`src/rtl/pipe_stage_elastic.sv`:
```
// Elastic pipeline stage register with a valid/ready handshake on both sides.
// It supports stall, flush and an optional skid entry. With SKID=1 the stage
// holds two entries, and in_ready comes straight from a flop, so downstream
// ready never reaches upstream combinationally. With SKID=0 the stage holds a
// single entry, and in_ready is combinational.
module pipe_stage_elastic #(
    parameter int unsigned          PAYLOAD_W  = 32,
    parameter bit                   SKID       = 1'b1,
    parameter logic [PAYLOAD_W-1:0] RESET_DATA = '0
) (
    input  logic                 clk_i,
    input  logic                 rst_i,
    input  logic                 flush_i,
    input  logic                 in_valid_i,
    output logic                 in_ready_o,
    input  logic [PAYLOAD_W-1:0] in_data_i,
    output logic                 out_valid_o,
    input  logic                 out_ready_i,
    output logic [PAYLOAD_W-1:0] out_data_o,
    output logic [1:0]           occupancy_o
);

    logic accept;
    logic consume;

    assign accept  = in_valid_i & in_ready_o & ~flush_i;
    assign consume = out_valid_o & out_ready_i;

    if (SKID) begin : g_skid
        typedef enum logic [1:0] {StEmpty, StOne, StTwo} state_e;

        state_e                 state_q, state_d;
        logic [PAYLOAD_W-1:0]   m_data_q, m_data_d;
        logic [PAYLOAD_W-1:0]   s_data_q, s_data_d;
        logic                   in_ready_q, in_ready_d;
        logic [1:0]             occ_q, occ_d;

        // Next-state: entry movement between upstream, main (M) and skid (S)
        always_comb begin
            state_d  = state_q;
            m_data_d = m_data_q;
            s_data_d = s_data_q;
            unique case (state_q)
                StEmpty: begin
                    if (accept) begin
                        m_data_d = in_data_i;
                        state_d  = StOne;
                    end
                end
                StOne: begin
                    if (accept && !consume) begin
                        s_data_d = in_data_i;
                        state_d  = StTwo;
                    end else if (accept && consume) begin
                        m_data_d = in_data_i;
                    end else if (consume) begin
                        state_d = StEmpty;
                    end
                end
                StTwo: begin
                    if (consume) begin
                        m_data_d = s_data_q;
                        state_d  = StOne;
                    end
                end
                default: state_d = StEmpty;
            endcase
            // Flush drops validity only; payload storage keeps whatever it held
            if (flush_i) begin
                state_d = StEmpty;
            end
            in_ready_d = (state_d != StTwo);
            occ_d      = (state_d == StTwo) ? 2'd2 : (state_d == StOne) ? 2'd1 : 2'd0;
        end

        // State, payload, and registered in_ready/occupancy
        always_ff @(posedge clk_i) begin
            if (rst_i) begin
                state_q    <= StEmpty;
                m_data_q   <= RESET_DATA;
                s_data_q   <= RESET_DATA;
                in_ready_q <= 1'b1;
                occ_q      <= 2'd0;
            end else begin
                state_q    <= state_d;
                m_data_q   <= m_data_d;
                s_data_q   <= s_data_d;
                in_ready_q <= in_ready_d;
                occ_q      <= occ_d;
            end
        end

        assign in_ready_o  = in_ready_q;
        assign out_valid_o = (state_q != StEmpty);
        assign out_data_o  = m_data_q;
        assign occupancy_o = occ_q;
    end else begin : g_noskid
        logic                 v_q, v_d;
        logic [PAYLOAD_W-1:0] data_q;

        // Valid bit: flush wins, then load, then drain
        always_comb begin
            v_d = v_q;
            if (flush_i) begin
                v_d = 1'b0;
            end else if (accept) begin
                v_d = 1'b1;
            end else if (consume) begin
                v_d = 1'b0;
            end
        end

        // Single entry register; loads on every accept
        always_ff @(posedge clk_i) begin
            if (rst_i) begin
                v_q    <= 1'b0;
                data_q <= RESET_DATA;
            end else begin
                v_q <= v_d;
                if (accept) begin
                    data_q <= in_data_i;
                end
            end
        end

        assign in_ready_o  = ~v_q | out_ready_i;
        assign out_valid_o = v_q;
        assign out_data_o  = data_q;
        assign occupancy_o = {1'b0, v_q};
    end

endmodule
```
`config.mk`:
```
export PLATFORM = sky130hd
export DESIGN_NAME = pipe_stage_elastic
export DESIGN_NICKNAME = d
export VERILOG_FILES = /design/src/rtl/pipe_stage_elastic.sv
export SDC_FILE = /design/constraint.sdc
export NUM_CORES = 1
export LEC_CHECK = 0
export BUFFER_PORTS_ARGS = -buffer_cell sky130_fd_sc_hd__buf_4
export CAP_MARGIN = 10
export CORE_UTILIZATION = 50
export CTS_BUF_LIST = sky130_fd_sc_hd__clkbuf_8
export CTS_CLUSTER_SIZE = 16
export DETAILED_ROUTE_END_ITERATION = 8
export PLACE_DENSITY = 0.76
export SYNTH_ARGS = -nofsm -noshare
export SYNTH_HDL_FRONTEND = slang
export SYNTH_SLANG_ARGS = --single-unit
```
`constraint.sdc`:
```
create_clock -name clk_i -period 1.82 [get_ports clk_i]
set_clock_uncertainty 0.05 [all_clocks]
set_input_delay 0.091 -clock clk_i [delete_from_list [all_inputs] [get_ports clk_i]]
set_output_delay 0.091 -clock clk_i [all_outputs]
set_load 0.02 [all_outputs]
```
==> metrics.cfg, run 1 <==
[clocking]
root_buffer = clkbuf_8
clkTransAtPathRegs_ns = 0.07
cts_tree = built
clock-sinks = 69
clk_latency_ns = 0.33
cts_buffer_depth = 2
cts_made_buffers = 9
htreeDepth = 3
ctsResizeCount = 0
post_cts_buffers = 0

[route]
vias_per_cell = 5.114
dr_wl_met2_mm = 3.147
vias = 2465
met1_length_mm = 2.937
top_layer = met4
drt_pass1_iterations = 4
routed-wl-met3_microns = 265
wl_per_cell_microns = 13.35
routed_wirelength_mm = 6.437
first_iter_violations = 122
route.detailed.drc = 0
ant_nets = 0

[floorplan]
die_x_microns = 77.85
dieArea_sq_um = 6061
rows = 27
core_sq_um = 5540
io_pins = 73
start_util = 0.5192
die_y_microns = 77.85

[synth]
synth.net_count = 340
synthAdderAreaFrac = 0
synthCells = 303
synth.mux.area_fraction = 0.1148
ys_warn_count = 0
syn_area_per_cell_sq_um = 9.493
yosysUniqueCellTypes = 22
synth_ff_type = dfxtp_1
netlist_area_sq_um = 2877
yosysSeqAreaShare = 0.4802
synth_compound_area_frac = 0.2049
synth-xor-area-share = 0
ys_ff_latch = 69
synth_top_family_by_area = compound AO/OA/AOI/OAI gates
synth_simple_gate_area_frac = 0.1514
async_flop_share = 0
synth_edf_count = 0

[layout]
antennaDiodeCount = 0
final_cell_mix = buf_4 (78), dfxtp_1 (69), nand2_1 (65), dlygate4sd3_1 (34)
drive_above_1_share = 0.3122
nets = 442
mostFrequentLayoutCell = buf_4
area_growth_pct = 38.36
nFillCells = 438
final_cell_count_no_fill = 482

[pwr]
intPower_mw = 2.304
p_seq_frac = 0.511
p_comb_frac = 0.165
p_clk_frac = 0.324
vdd.ir_drop.worst_mv = 0.6153
power_mw = 3.149
p_per_area_nw_per_um2 = 791.2
switching_share = 0.2684
power_switching_mw = 0.8453
p_leak_nw = 1.786

[setup_path]
end_kind = flip-flop
worstPathBufferInverterCount = 1
critPathKind = reg -> reg
crit_family = compound AO/OA/AOI/OAI gates
reg2reg_slack_ns = 0.21
critPathMaxStageDelay_ns = 0.46
required_ns = 2.03
cp_max_fo = 34
worst_ep_arrival_time_ns = 1.82
cpMaxStageDelayCell = o41ai_4
path_cells = nand2_1 > o41ai_4 > buf_12 > nor2_1 > a211oi_2
cp-start-kind = flip-flop

[global_routing]
antenna_found_initial = 0
grt_pass1_vias = 2322
grt_first_pass_wirelength_mm = 10.55
overflow = 0
grtUsageTotal = 0.2238
grt_max_degree = 47

[placement]
placed_cells_incl_taps = 432
gp_congestion = 0.7700
portBuffers = 72
post-dp-hpwl_mm = 3.918
post-place-ws_ns = 0.2102

[sta]
max_freq_mhz = 619.7
hold_viol_final = 0
slew_violations = 0
worst_pin_slew_ns = 0.5583
finalSetupViolCount = 0
post-route-period-util = 0.8867
fin_crit_ns = 1.614
tns_ns = 0
slew_headroom = 0.6278
hold_ws_ns = 0.1934
timing.final.ws_setup_ns = 0.2063
grt_setup_unrepaired = no

[min_path]
hold_path_class = in -> reg

[status]
status = complete, no violations

[flow_run]
maxCapViolCount = 0

==> synth_stat cells, types with 3 or more instances <==
cell type,instances,area [sq um]
clkbuf_1,11,41.29
a211oi_1,4,30.03
buf_2,7,35.03
buf_4,3,22.52
a21oi_1,33,165.2
nand2_1,65,244.0
dfxtp_1,69,1381
a211oi_2,28,350.3
buf_6,3,33.78
mux2i_1,33,330.3
nor2_1,32,120.1
==> metrics by stage <==
stage	cell area, sq um	utilization
final	3980	0.7184
after global routing	3980	0.7184
after CTS	3980	0.7184
after detailed placement	3482	0.6285
after global placement	3482	0.6285
after floorplan	2877	-
==> power groups by stage <==
stage | combinational (mW) | sequential, mW | clock (mW)
floorplan | 0.208 | 1.70 | 0
global placement | 0.451 | 1.64 | 0
detailed placement | 0.461 | 1.64 | 0
CTS | 0.520 | 1.61 | 1.05
global route | 0.559 | 1.61 | 1.12
finish | 0.521 | 1.61 | 1.02
==> final cells by class <==
cell class | instances | area [sq um] | area share
Clock buffer | 9 | 123.9 | 0.03112
Timing Repair Buffer | 115 | 985.9 | 0.2477
Tap cell | 72 | 90.09 | 0.02263
Multi-Input combinational cell | 208 | 1358 | 0.3411
Sequential cell | 69 | 1381 | 0.3471
Clock inverter | 7 | 33.78 | 0.008488
Inverter | 2 | 7.507 | 0.001886
==> sequential cells by signal, indices dropped and copies added, names as in the netlist <==
signal	flops
out_data_o	32
g_skid.s_data_q	32
g_skid.state_q	2
occupancy_o	2
in_ready_o	1
==> cell families (layout without fill, tap and decap cells) <==
| kind of cell | after synthesis | count (layout) |
|---|---|---|
| AND/OR/NAND/NOR | 107 | 107 |
| buffers and inverters | 26 | 133 |
| multiplexers | 33 | 33 |
| flip-flops | 69 | 69 |
| AO/OA/AOI/OAI | 68 | 68 |
==> metal layers <==
| layer | track usage | up-vias |
|---|---|---|
| li1 | - | 1244 |
| met1 | 0.2682 | 1154 |
| met2 | 0.3832 | 59 |
| met3 | 0.06588 | 8 |
| met4 | 0.06981 | 0 |
| met5 | 0 | - |
==> worst paths after layout <==
path / start / to / depth (start not counted)
worst min-delay path: rst_i / g_skid.s_data_q[21] / 2
worst min register to register: g_skid.s_data_q[9] / g_skid.s_data_q[9] / 2
worst max-delay path: in_ready_o / out_data_o[8] / 5
worst max register to register: in_ready_o / out_data_o[8] / 5
==> repair_timing <==
item	4_1_cts	5_1_grt
hold buffers	34	0
setup endpoints to repair	0	0
hold endpoints to repair	35	0
No activity file was read; power rests on OpenSTA's default activity.
==> run 2, diff against run 1 <==
Clock period 1.82 ns to 2.06 ns, I/O delays scaled along.
==> run 2 against run 1 <==
Net effect: final cell count fell by 0.21%; combinational power fell by 11%; sequential share of layout area fell by 0.82 points; highest routed layer unchanged.
==> metrics.cfg, run 2 (synthesis gave the netlist of run 1 again) <==
[status]
status = complete, no violations

[sta]
worst_pin_slew_ns = 0.8418  ; +0.2835 ns
hold_ws_ns = 0.3015  ; +0.1081 ns
slew_headroom = 0.4388  ; -0.1890
post-route-period-util = 0.8275  ; -0.05921
tns_ns = 0  ; unchanged
slew_violations = 0  ; unchanged
hold_viol_final = 0  ; unchanged
finalSetupViolCount = 0  ; unchanged
fin_crit_ns = 1.705  ; +0.09082 ns
grt_setup_unrepaired = no
max_freq_mhz = 586.7  ; -5.3%
timing.final.ws_setup_ns = 0.3554  ; +0.1492 ns

[setup_path]
end_kind = flip-flop
worst_ep_arrival_time_ns = 1.90  ; +0.08 ns
required_ns = 2.26  ; +0.23 ns
cp-start-kind = flip-flop
cp_max_fo = 34  ; unchanged
critPathKind = reg -> reg

[floorplan]
start_util = 0.5192  ; unchanged
core_sq_um = 5540  ; unchanged
io_pins = 73  ; unchanged
die_y_microns = 77.85  ; unchanged
die_x_microns = 77.85  ; unchanged
rows = 27  ; unchanged
dieArea_sq_um = 6061  ; unchanged

[flow_run]
maxCapViolCount = 0  ; unchanged

[route]
top_layer = met4
met1_length_mm = 3.031  ; +3.2%
ant_nets = 0  ; unchanged
vias_per_cell = 5.154  ; +0.78%
drt_pass1_iterations = 4  ; unchanged
route.detailed.drc = 0  ; unchanged
routed_wirelength_mm = 6.700  ; +4.1%
vias = 2479  ; +0.57%
wl_per_cell_microns = 13.93  ; +4.3%
first_iter_violations = 94  ; -23%
dr_wl_met2_mm = 3.271  ; +3.9%
routed-wl-met3_microns = 269  ; +1.5%

[clocking]
clk_latency_ns = 0.34  ; about the same
clock-sinks = 69  ; unchanged
clkTransAtPathRegs_ns = 0.07  ; about the same
cts_made_buffers = 9  ; unchanged
root_buffer = clkbuf_8
htreeDepth = 3  ; unchanged
cts_tree = built
post_cts_buffers = 0  ; unchanged
ctsResizeCount = 0  ; unchanged
cts_hold_buffers = 34  ; unchanged
cts_buffer_depth = 2  ; unchanged

[layout]
antennaDiodeCount = 0  ; unchanged
final_util = 0.7358  ; +0.01739
nFillCells = 420  ; -4.1%
fin_area_sq_um = 4076  ; +2.4%
final_cell_mix = buf_4 (77), dfxtp_1 (69), nand2_1 (65), dlygate4sd3_1 (34)
nets = 441  ; -0.23%
mostFrequentLayoutCell = buf_4
area_growth_pct = 41.71
drive_above_1_share = 0.3130  ; +0.0007633
register_area_sq_um = 1381  ; unchanged
multi_input_area_sq_um = 1358  ; unchanged
final_cell_count_no_fill = 481  ; -0.21%

[pwr]
intPower_mw = 2.537  ; +10%
power_switching_mw = 0.7809  ; -7.6%
p_clk_frac = 0.433  ; +0.109
power_mw = 3.318  ; +5.4%
p_seq_frac = 0.428  ; -0.083
p_leak_nw = 1.817  ; +1.7%
vdd.ir_drop.worst_mv = 0.5407  ; -12%
p_per_area_nw_per_um2 = 814.0  ; +2.9%
switching_share = 0.2353  ; -0.03307
p_comb_frac = 0.140  ; -0.025

[placement]
post-place-ws_ns = 0.4555  ; +0.2453 ns
portBuffers = 72  ; unchanged
placed_cells_incl_taps = 431  ; -0.23%
post-dp-hpwl_mm = 4.021  ; +2.6%
gp_congestion = 0.7346  ; -4.6%
post_dp_cell_area_sq_um = 3475  ; -0.22%

[global_routing]
antenna_found_initial = 0  ; unchanged
grt_max_degree = 68  ; +45%
grt_first_pass_wirelength_mm = 10.99  ; +4.2%
overflow = 0  ; unchanged
grt_pass1_vias = 2413  ; +3.9%
grtUsageTotal = 0.2340  ; +0.01017

[min_path]
hold_path_class = in -> reg

-- run 2: power by group through the flow --
stage	registers, mW	clock network (mW)	logic [mW]
after floorplan	1.50	0	0.184
after global placement	1.45	0	0.401
after detailed placement	1.45	0	0.408
after CTS	1.42	1.46	0.464
after global routing	1.43	1.51	0.497
final	1.42	1.44	0.463
-- run 2: per-layer routing --
metal,GRT usage,up-vias
li1,-,1237
met1,0.2811,1170
met2,0.4000,60
met3,0.04706,12
met4,0.1075,0
met5,0,-
-- run 2: area by class of cell --
class,instances,share of cell area
clock buffer,9,0.03039
clock inverter,7,0.03376
inverter,2,0.001842
multi-input combinational,208,0.3330
sequential,69,0.3389
tap,72,0.02210
timing repair buffer,114,0.2400
-- run 2: path summary, 6_finish.rpt --
path	cells past startpoint	start	slack, ns	endpoint
worst max-delay path	5	in_ready_o	0.36	out_data_o[13]
worst min-delay path	2	rst_i	0.30	g_skid.s_data_q[17]
worst max register to register	5	in_ready_o	0.36	out_data_o[13]
worst min register to register	2	g_skid.s_data_q[31]	0.41	g_skid.s_data_q[31]
-- run 2: worst max-delay path, stage by stage (launching register included) --
cell and delay, ns:
dfxtp_1 0.37, nand2_1 0.14, o41ai_4 0.45, buf_12 0.27
nor2_1 0.09, a211oi_2 0.23
==> run 3, diff against run 2 <==
Settings changed: CORE_UTILIZATION 50 to 49, PLACE_DENSITY 0.76 to 0.78.
Clock period 2.06 ns to 1.41 ns, I/O delays scaled along.
==> run 3 against run 2 <==
Net effect: the run now ends with setup timing left; flip-flop and latch count stayed put; final cell count is 4.0% higher; global-route usage is 0.63 points higher; combinational power is 62% higher; wire length is 10% higher; critical path depth is 2 higher; setup slack worse by 0.46 ns; first-iteration DRC count is 6.4% lower; utilization is 4.8 points higher; critical endpoint is now out_data_o[21].
==> metrics.cfg, run 3 (synthesis gave the netlist of run 1 again) <==
[floorplan]
dieArea_sq_um = 6181  ; +2.0%
start_util = 0.5160  ; -0.003147
die_x_microns = 78.62  ; +0.99%
die_y_microns = 78.62  ; +0.99%
io_pins = 73  ; unchanged
core_sq_um = 5574  ; +0.61%
rows = 27  ; unchanged

[status]
violations = setup timing
status = finished, violations left

[layout]
nets = 460  ; +4.3%
final_util = 0.7836  ; +0.04784
final_cell_count_no_fill = 500  ; +4.0%
area_growth_pct = 51.85
mostFrequentLayoutCell = buf_4
final_cell_mix = buf_4 (79), dfxtp_1 (66), nand2_1 (59), dlygate4sd3_1 (35)
antennaDiodeCount = 0  ; unchanged
drive_above_1_share = 0.3972  ; +0.08424

[sta]
max_freq_mhz = 658.4
post-route-period-util = 1.077
slew_headroom = 0.7457  ; +0.3069
hold_ws_ns = 0.2063  ; -0.09527 ns
finalSetupViolCount = 55  ; +55
hold_viol_final = 0  ; unchanged
slew_violations = 0  ; unchanged
worst_pin_slew_ns = 0.3814  ; -0.4604 ns
fin_crit_ns = 1.519
grt_setup_unrepaired = yes
timing.final.ws_setup_ns = -0.1089  ; -0.4643 ns

[clocking]
cts_tree = built
clkTransAtPathRegs_ns = 0.07  ; about the same
cts_buffer_depth = 2  ; unchanged
root_buffer = clkbuf_8
htreeDepth = 3  ; unchanged
clk_latency_ns = 0.34  ; about the same
cts_made_buffers = 9  ; unchanged
clock-sinks = 69  ; unchanged

[route]
drt_pass1_iterations = 4  ; unchanged
routed_wirelength_mm = 7.389  ; +10%
vias = 2587  ; +4.4%
route.detailed.drc = 0  ; unchanged
first_iter_violations = 88  ; -6.4%
ant_nets = 0  ; unchanged
vias_per_cell = 5.174  ; +0.39%
wl_per_cell_microns = 14.78  ; +6.1%

[setup_path]
crit_family = buffers and inverters
cp-start-kind = input pin
reg2reg_depth = 6  ; +1
cpMaxStageDelayCell = dlygate4sd3_1
crit_top_cell = buf_6
r2r_start = g_skid.state_q[0]
critPathKind = in -> reg
reg2reg_slack_ns = -0.10  ; -0.46 ns
r2r-end = out_data_o[21]
cp_max_fo = 6  ; -82%
path_cells = dlygate4sd3_1 > buf_6 > o41ai_4 > buf_6 > buf_4 > nor2_1 > a211oi_1
critPathMaxStageDelay_ns = 0.55  ; +0.10 ns
required_ns = 1.62  ; -0.64 ns
worstPathBufferInverterCount = 4  ; +3
end_kind = flip-flop
worst_ep_arrival_time_ns = 1.72  ; -0.18 ns

[flow_run]
maxCapViolCount = 0  ; unchanged

[placement]
post-place-ws_ns = -0.1358  ; -0.5913 ns
post-dp-hpwl_mm = 4.120  ; +2.5%
portBuffers = 72  ; unchanged
placed_cells_incl_taps = 437  ; +1.4%
gp_congestion = 0.7558  ; +2.9%

[global_routing]
grtUsageTotal = 0.2403  ; +0.006299
grt_first_pass_wirelength_mm = 11.42  ; +3.9%
grt_pass1_vias = 2431  ; +0.75%
overflow = 0  ; unchanged
antenna_found_initial = 0  ; unchanged
grt_max_degree = 67  ; -1.5%

[pwr]
vdd.ir_drop.worst_mv = 0.9281  ; +72%
p_leak_nw = 1.949  ; +7.3%
p_per_area_nw_per_um2 = 1028  ; +26%

[min_path]
min_to = g_skid.state_q[0]
hold_path_class = in -> reg
min-delay-start = out_ready_i
hold_depth = 4  ; +2

-- run 3: cell count changes in the layout (fill, tap and decap cells not counted), moves of 3 or more --
cell / change
nand2_2: +5
buf_12: +3
a211oi_1: -3
bufinv_16: -3
nor2_2: +9
nand2_1: -6
buf_6: +10
a211oi_2: +3
dfxtp_1: -3
nor2_1: -9
-- run 3: tightest hold or removal path, cell delays in order --
cell and delay [ns]:
buf_4 0.14, mux2i_1 0.13, o22a_1 0.17, nor3_1 0.05
-- run 3: how the worst max path moves through the flow --
stage                      startpoint        endpoint  slack (ns)  cells past startpoint
finish                        flush_i  out_data_o[21]       -0.11                      7
global route        g_skid.state_q[0]  out_data_o[14]       -0.15                      5
CTS                        in_ready_o  out_data_o[22]       -0.07                      6
detailed placement  g_skid.state_q[0]  out_data_o[19]       -0.14                      5
global placement           in_ready_o   out_data_o[9]       -0.08                      5
floorplan                  in_ready_o   out_data_o[0]       -0.17                      5
-- run 3: per-stage QoR --
step | cell area [sq um] | setup TNS (ns) | total power, mW
floorplan | 2909 | -5.289 | 2.465
global placement | 3566 | -1.561 | 2.712
detailed placement | 3566 | -2.822 | 2.725
CTS | 4207 | -1.619 | 4.476
global route | 4368 | -6.580 | 4.672
finish | 4368 | -2.696 | 4.491
-- run 3: per-layer routing --
layer,GRT usage,vias up,wire length (microns)
met4,0.08889,0,106
li1,-,1278,-
met1,0.2876,1228,3272
met2,0.4087,69,3680
met5,0,-,0
met3,0.06512,12,329
-- run 3: where the power goes --
part	leakage, nW	switching (mW)	internal [mW]
clock	0.102	0.753	0.913
combinational	1.28	0.369	0.379
sequential	0.563	0.0496	2.03
total	1.95	1.17	3.32
-- run 3: layout make-up --
type,instances,area [sq um]
Clock buffer,11,151.4
Clock inverter,5,58.81
Multi-Input combinational cell,208,1431
Sequential cell,69,1388
Inverter,2,7.507
Fill cell,358,1206
Tap cell,72,90.09
Timing Repair Buffer,133,1241
-- run 3: what timing repair did --
action	in CTS	in global routing
hold endpoints to repair	37	0
resized for setup	18	19
pin swaps	2	7
setup endpoints to repair	64	67
setup buffers	4	4
hold buffers	35	0
cloned	0	4
